[src/rtl/reg_access_pkg.sv]
// Shared types and constants for the serial register-access controller.
// Field widths, default opcodes and the controller state encoding.
package reg_access_pkg;

  localparam int OP_WIDTH     = 8;
  localparam int ADDR_WIDTH   = 8;
  localparam int DATA_WIDTH   = 32;
  localparam int RD_SHIFT_LEN = 32;
  localparam int CNT_WIDTH    = 6;

  localparam logic [OP_WIDTH-1:0] OP_WRITE_DEF = 8'h01;
  localparam logic [OP_WIDTH-1:0] OP_READ_DEF  = 8'h02;

  typedef enum logic [2:0] {
    ST_CMD,
    ST_ADDR,
    ST_DATA,
    ST_WRITE,
    ST_RDLATCH,
    ST_RDSHIFT,
    ST_RDDONE
  } state_t;

endpackage

[src/rtl/reg_access_ctrl.sv]
// Deserialises MSB-first opcode/address/data frames and drives the shared register bus,
// including the 32-cycle serial readback of the addressed register.
module reg_access_ctrl
  import reg_access_pkg::*;
#(
  parameter logic [OP_WIDTH-1:0] OP_WRITE = OP_WRITE_DEF,
  parameter logic [OP_WIDTH-1:0] OP_READ  = OP_READ_DEF
) (
  input  logic                  bclk,
  input  logic                  rst,
  input  logic                  serIn,
  input  logic                  serValid,
  input  logic                  frameAbort,
  input  logic                  shiftIn,
  output logic [DATA_WIDTH-1:0] dataOut,
  output logic [ADDR_WIDTH-1:0] addrOut,
  output logic                  latchIn,
  output logic                  latchOut,
  output logic                  shiftEn,
  output logic [DATA_WIDTH-1:0] rdData,
  output logic                  rdValid,
  output logic                  cmdErr,
  output logic                  busy,
  output state_t                state_dbg
);

  localparam logic [CNT_WIDTH-1:0] OP_LAST   = CNT_WIDTH'(OP_WIDTH - 1);
  localparam logic [CNT_WIDTH-1:0] ADDR_LAST = CNT_WIDTH'(ADDR_WIDTH - 1);
  localparam logic [CNT_WIDTH-1:0] DATA_LAST = CNT_WIDTH'(DATA_WIDTH - 1);
  localparam logic [CNT_WIDTH-1:0] RD_LAST   = CNT_WIDTH'(RD_SHIFT_LEN - 1);

  state_t                  state_q, state_d;
  logic [CNT_WIDTH-1:0]    cnt_q, cnt_d;
  logic [OP_WIDTH-1:0]     op_q, op_d;
  logic [ADDR_WIDTH-1:0]   addr_q, addr_d;
  logic [DATA_WIDTH-1:0]   data_q, data_d;
  logic [RD_SHIFT_LEN-1:0] rd_shift_q, rd_shift_d;
  logic [DATA_WIDTH-1:0]   rd_data_q, rd_data_d;
  logic                    latch_in_q, latch_in_d;
  logic                    latch_out_q, latch_out_d;
  logic                    rd_valid_q, rd_valid_d;
  logic                    cmd_err_q, cmd_err_d;

  always_ff @(posedge bclk or posedge rst) begin
    if (rst) begin
      state_q     <= ST_CMD;
      cnt_q       <= '0;
      op_q        <= '0;
      addr_q      <= '0;
      data_q      <= '0;
      rd_shift_q  <= '0;
      rd_data_q   <= '0;
      latch_in_q  <= 1'b0;
      latch_out_q <= 1'b0;
      rd_valid_q  <= 1'b0;
      cmd_err_q   <= 1'b0;
    end else begin
      state_q     <= state_d;
      cnt_q       <= cnt_d;
      op_q        <= op_d;
      addr_q      <= addr_d;
      data_q      <= data_d;
      rd_shift_q  <= rd_shift_d;
      rd_data_q   <= rd_data_d;
      latch_in_q  <= latch_in_d;
      latch_out_q <= latch_out_d;
      rd_valid_q  <= rd_valid_d;
      cmd_err_q   <= cmd_err_d;
    end
  end

  // Strobes are decided one edge early so they come straight out of flops.
  always_comb begin
    state_d     = state_q;
    cnt_d       = cnt_q;
    op_d        = op_q;
    addr_d      = addr_q;
    data_d      = data_q;
    rd_shift_d  = rd_shift_q;
    rd_data_d   = rd_data_q;
    latch_in_d  = 1'b0;
    latch_out_d = 1'b0;
    rd_valid_d  = 1'b0;
    cmd_err_d   = 1'b0;

    if (frameAbort) begin
      state_d = ST_CMD;
    end else begin
      case (state_q)
        ST_CMD: if (serValid) begin
          op_d  = {op_q[OP_WIDTH-2:0], serIn};
          cnt_d = cnt_q + 1'b1;
          if (cnt_q == OP_LAST) begin
            cnt_d = '0;
            if (op_d == OP_WRITE || op_d == OP_READ) state_d = ST_ADDR;
            else cmd_err_d = 1'b1;
          end
        end
        ST_ADDR: if (serValid) begin
          addr_d = {addr_q[ADDR_WIDTH-2:0], serIn};
          cnt_d  = cnt_q + 1'b1;
          if (cnt_q == ADDR_LAST) begin
            // Only the two legal opcodes can reach this state.
            if (op_q == OP_READ) begin
              state_d     = ST_RDLATCH;
              latch_out_d = 1'b1;
            end else begin
              state_d = ST_DATA;
            end
          end
        end
        ST_DATA: if (serValid) begin
          data_d = {data_q[DATA_WIDTH-2:0], serIn};
          cnt_d  = cnt_q + 1'b1;
          if (cnt_q == DATA_LAST) begin
            state_d    = ST_WRITE;
            latch_in_d = 1'b1;
          end
        end
        ST_WRITE:   state_d = ST_CMD;
        ST_RDLATCH: state_d = ST_RDSHIFT;
        ST_RDSHIFT: begin
          rd_shift_d = {rd_shift_q[RD_SHIFT_LEN-2:0], shiftIn};
          cnt_d      = cnt_q + 1'b1;
          if (cnt_q == RD_LAST) begin
            // Publish the word on entry to RDDONE so it lines up with rdValid.
            state_d    = ST_RDDONE;
            rd_data_d  = rd_shift_d;
            rd_valid_d = 1'b1;
          end
        end
        ST_RDDONE: state_d = ST_CMD;
        default:   state_d = ST_CMD;
      endcase
    end

    if (state_d != state_q || frameAbort) cnt_d = '0;
  end

  assign dataOut   = data_q;
  assign addrOut   = addr_q;
  assign latchIn   = latch_in_q;
  assign latchOut  = latch_out_q;
  assign rdData    = rd_data_q;
  assign rdValid   = rd_valid_q;
  assign cmdErr    = cmd_err_q;
  assign shiftEn   = (state_q == ST_RDSHIFT) && !frameAbort;
  assign busy      = (state_q != ST_CMD);
  assign state_dbg = state_q;

endmodule

[config.mk]
export PLATFORM = sky130hd
export DESIGN_NAME = reg_access_ctrl
export DESIGN_NICKNAME = d
export VERILOG_FILES = /design/src/rtl/reg_access_pkg.sv /design/src/rtl/reg_access_ctrl.sv
export SDC_FILE = /design/constraint.sdc
export NUM_CORES = 1
export LEC_CHECK = 0
export ABC_CLOCK_PERIOD_IN_PS = 9800
export BUFFER_PORTS_ARGS = -buffer_cell sky130_fd_sc_hd__buf_2
export CORE_ASPECT_RATIO = 1.4
export CORE_MARGIN = 2
export CORE_UTILIZATION = 32
export DETAILED_ROUTE_END_ITERATION = 8
export PLACE_DENSITY = 0.57
export SYNTH_ARGS = -nofsm -noshare
export SYNTH_HDL_FRONTEND = slang
export SYNTH_SLANG_ARGS = --single-unit
[constraint.sdc]
create_clock -name bclk -period 9.8 [get_ports bclk]
set_input_delay 1.96 -clock bclk [delete_from_list [all_inputs] [get_ports bclk]]
set_output_delay 1.96 -clock bclk [all_outputs]
set_load 0.02 [all_outputs]
# Yosys cells after proc, flatten, opt, wreduce, memory -nomap -nowiden
# Cells that the tools add are included.
# Widths: inputs -> output; s select.
# classes
n_addsub	1
n_eq_ne	13
muxes	33
n_bitwise	1
n_reduce_logical	14
# ops
cell	n
$mux 3	10
$mux 6	5
$pmux 6 s3	1
$eq 8x2->1 const B	2
$mux 1	16
$pmux 3 s5	1
$reduce_and 3->1	4
$eq 8x1->1 const B	1
$add 6x1->6 const B	1
$eq 3x3->1 const B	2
$eq 6x3->1 const B	1
$eq 6x5->1 const B	1
$reduce_and 4->1	1
$reduce_bool 4->1	1
$eq 3x1->1 const B	1
$eq 3x2->1 const B	1
$logic_not 3->1	1
$ne 3x1->1 const B	1
$ne 3x3->1	1
$ne 3x3->1 const B	1
$reduce_bool 3->1	1
$logic_or 1x1->1	2
$ne 2x1->1 const B	1
$reduce_and 2->1	1
4 further kinds	4
# word_totals
regBits	124
in_bits	6
output_inout_bits	81
elab_cells	73

# Logic depth before layout (Yosys ltp)
# depth
ltp_word	11
depth_mapped	7
mapped_depth_nobuf	5

# Worst setup path before layout
# Ideal clock, no wire load.
# synth_timing
path_kind	input to output
from	in frameAbort
to	out shiftEn
arrival_ps	2705
t_required_ps	7840
slack_ps	5135
stages	3
n_path_buf	2
cell_sequence	clkbuf_1 -> nor3_2 -> buf_2
# synth_via
elab_chain_cells	2
# synth_rtl
item	line_no	rtl
from (decl)	reg_access_ctrl.sv:13	input logic frameAbort,
$logic_not 1->1	reg_access_ctrl.sv:147	assign shiftEn = (state_q == ST_RDSHIFT) && !frameAbort;
$logic_and 1x1->1	reg_access_ctrl.sv:147	
to (decl)	reg_access_ctrl.sv:19	output logic shiftEn,
# Every way passes these cells.

# Final worst setup path
# Ends and elaborated chain as after synthesis.

==> results.txt <==
The proportion of layout cells with a drive suffix above 1 came out at a little over half. The worst-case register-to-register setup slack is about 7.3 ns. Setup repair after global routing left no endpoint under its margin.

The worst slew margin relative to its limit is 44.3%. The most used flip-flop cell after synthesis is dfrtp_1. The critical path ends at shiftEn. The clock skew is between 0.01 and 0.015 ns. The congestion estimate from routability-driven global placement came to around 0.7. At the pin with the least slew margin, the transition time is around 0.84 ns. The cell count of the worst reg-to-reg path is 6. The buffer levels on the longest clock path is 2.

Row generation in the floorplan step produced between 50 and 60 rows. The area of the core came out at approximately 0.015 mm2. The via count of the first global-routing pass is 3083. The count of unique library cells instantiated by Yosys is 41. Detailed routing inserted a total of 3000 vias.

Entering global routing, the biggest net connects 68 pins. The full die area is 0.0165 mm2. The shortest clock period the worst path allows after layout came out at slightly below 5 ns.

Derived from the worst setup path, the maximum achievable clock frequency is between 200 and 250 MHz. The sequential share of the synthesized area is a little over three fifths. The total of endpoints with negative setup slack in the final report is 0. Total power for the finished layout comes to about 1200 uW. The run finished with clean final reports. By startpoint and endpoint, the worst setup path is classified as in -> out.

CTS placed an instance of clkbuf_16 at the clock tree root. The overall overflow remaining after global route is 0. The vertical die dimension came out at between 150 and 200 um.

The number of enable flip-flop cells after synthesis is 0. The number of nets still failing antenna checks after routing came out at 0. The synthesized area per cell came out at around 15 um2. The worst register-to-register path ends at rdData[26]. The number of setup buffers added after CTS came out at 0. The post-cts repair resize count is 0.

The layout has ~1400 filler cells. The final layout contains routed wiring with a total length of around 9200 um. The number of maximum-capacitance violations is 0. By count the netlist is led by dfrtp_1, mux2_2, buf_2, nand2b_1, nor3_1. The leakage power summed over all cells is 0.00324 uW. The signed area change from the synthesized netlist to the final layout is 25.1%. The worst path arrival time came out at just under 3 ns. The tightest min-delay check is of the reg -> reg type. Adding up every negative setup slack in the final design gives 0 ns. The number of vias per cell came out at 4.80.

The total number of yosys warnings is 0. The number of remaining DRC errors is 0. The clock sink total is 124. The first-pass detailed-route iteration total is 4. Clock tree synthesis inserted a total of 17 buffers.

Once the floorplan was initialized, standard cells occupied around a third of the core. At the worst endpoint, the required time is around 7.8 ns. The synthesized design devotes to its leading area cell type about 63% of total area.

The clock slew at the register clock pins of the worst setup and hold paths is ~0.050 ns. The cell area after synthesis is a little under 0.005 mm2. The H-tree level count is 4. The antenna diode instance count is 0. Detailed placement ended at an HPWL of slightly above 6000 um. Dividing the detail-routed wire length by the instance count gives 14.6 um. Counting every instance in the synthesized netlist gives approximately 330. The clock tree from TritonCTS is done.

Of all flip-flops after synthesis, the portion carrying an async set or reset was 100%. Hold repair after CTS inserted 0 buffers. The global-route wire length before repair is ~16000 um.

In this run the critical register-to-register path is launched from state_dbg[1]. Buffers placed on the I/O ports in this run total 86. The count of pins on the block boundary is 87. The maximum vdd drop is approximately 0.078 mV. The worst setup path is launched from an input pin.

Of all nets on the critical path, the largest fanout is 33. The worst setup path is captured at a primary output. The final-report hold violation count came to 0. The number of slew-limit violations in the final report came to 0. The width of the chip came out at 109 um. The net count of the finished layout is approximately 430. Global routing consumed, over all layers together, 12.4% of the routing resources.

The number of DRC markers after the initial detailed-route iteration came out at 123. After synthesis, the cell types taking the most area are dfrtp_1, mux2_2, buf_2. Hold timing on the final database bottoms out at a slack of ~0.49 ns. The most critical setup path has its startpoint at frameAbort. Of all cell types, the one taking the most synthesized area is dfrtp_1. The net count after synthesis is ~330. The final critical-path share of the clock period is ~50%. dfrtp_1 is the most common cell in the netlist. Synthesis inferred ~120 register bits. For the worst-skew pair, the clock arrives at the later sink with an insertion delay of just over 0.4 ns. The number of antenna violations at the first check in global routing came out at 0. The power per unit of standard cell area is 197 mW/mm2.
==> metal layers <==
layer  global-route usage [%]  vias up  share of wire (%)
li1                         -     1381                  -
met1                     15.1     1534                 43
met2                     19.4       77                 49
met3                     4.39        8                5.8
met4                     5.77        0                1.3
met5                        0        -                  0
==> flip-flops by register name (all words and copies together) (netlist names) <==
signal / flops
rd_shift_q: 31
cmdErr: 1
op_q: 8
addrOut: 8
dataOut: 32
latchOut: 1
state_dbg: 3
rdData: 32
cnt_q: 6
rdValid: 1
latchIn: 1
==> kinds of logic after synthesis <==
logic type	count (synthesis)	synth area share (%)
adders and majority gates	1	0.253
AOI/OAI and AO/OA	20	3.14
buffers and inverters	18	1.95
and+or+nand+nor	47	5.72
muxes	112	25.5
DFF	124	62.8
xor gates and xnor gates	4	0.709
==> final cells by class <==
type	count	area, um2	area share (%)
Sequential cell	124	3100	50.2
Multi-Input combinational cell	184	1750	28.3
Timing Repair Buffer	90	460	7.44
Clock buffer	19	453	7.32
Tap cell	192	240	3.88
Clock inverter	13	165	2.67
Inverter	3	13.8	0.222
==> layout by cell type, fill, tap and decap left out, types with 2 or more instances in the layout <==
cell	count
xor2_1	3
clkbuf_8	2
clkinv_2	2
nor3_1	6
a22oi_1	3
buf_2	86
inv_1	2
or4_4	2
and2_1	2
nor4_1	2
bufinv_16	3
clkinvlp_4	4
clkbuf_16	17
nand3_1	4
a31oi_1	3
nand2b_1	6
nor2_1	3
buf_4	4
clkinv_4	2
or4_1	2
mux2_2	108
a311o_1	2
nor2b_1	2
inv_6	2
a21oi_1	4
and3_1	4
nand4_1	4
nand2_1	5
dfrtp_1	124
mux2_1	3
==> power by group <==
part | switching, uW | leakage, uW | internal (uW) | total (uW)
combinational | 20.2 | 0.00124 | 18.0 | 38.2
clock | 230 | 0.000292 | 415 | 644
sequential | 12.2 | 0.00171 | 527 | 539
total | 262 | 0.00324 | 959 | 1220
==> critical path: stages <==
cell    delay, ns
buf_2        0.16
nor3_4       0.16
buf_4        0.40
buf_2        0.25
==> worst min path at each step <==
stage / cells after the start / to / start / slack (ns)
after floorplan: 1 / rd_shift_q[30] / rd_shift_q[30] / 0.47
after global placement: 1 / rdData[11] / rdData[11] / 0.46
after detailed placement: 1 / rdData[28] / rdData[28] / 0.49
after CTS: 1 / rdData[28] / rdData[28] / 0.50
after global routing: 1 / rdData[17] / rdData[17] / 0.52
final: 1 / rdData[28] / rdData[28] / 0.49
==> stage by stage <==
step,worst slack (ns),cells,cell area [um2],util [%]
after global routing,4.83,625,6190,41.1
after CTS,4.88,625,6190,41.1
after detailed placement,4.87,593,5570,37.0
final,4.90,625,6190,41.1
after floorplan,4.54,326,4940,-
after global placement,4.89,593,5570,37.0
No activity file was read; power rests on OpenSTA's default activity.
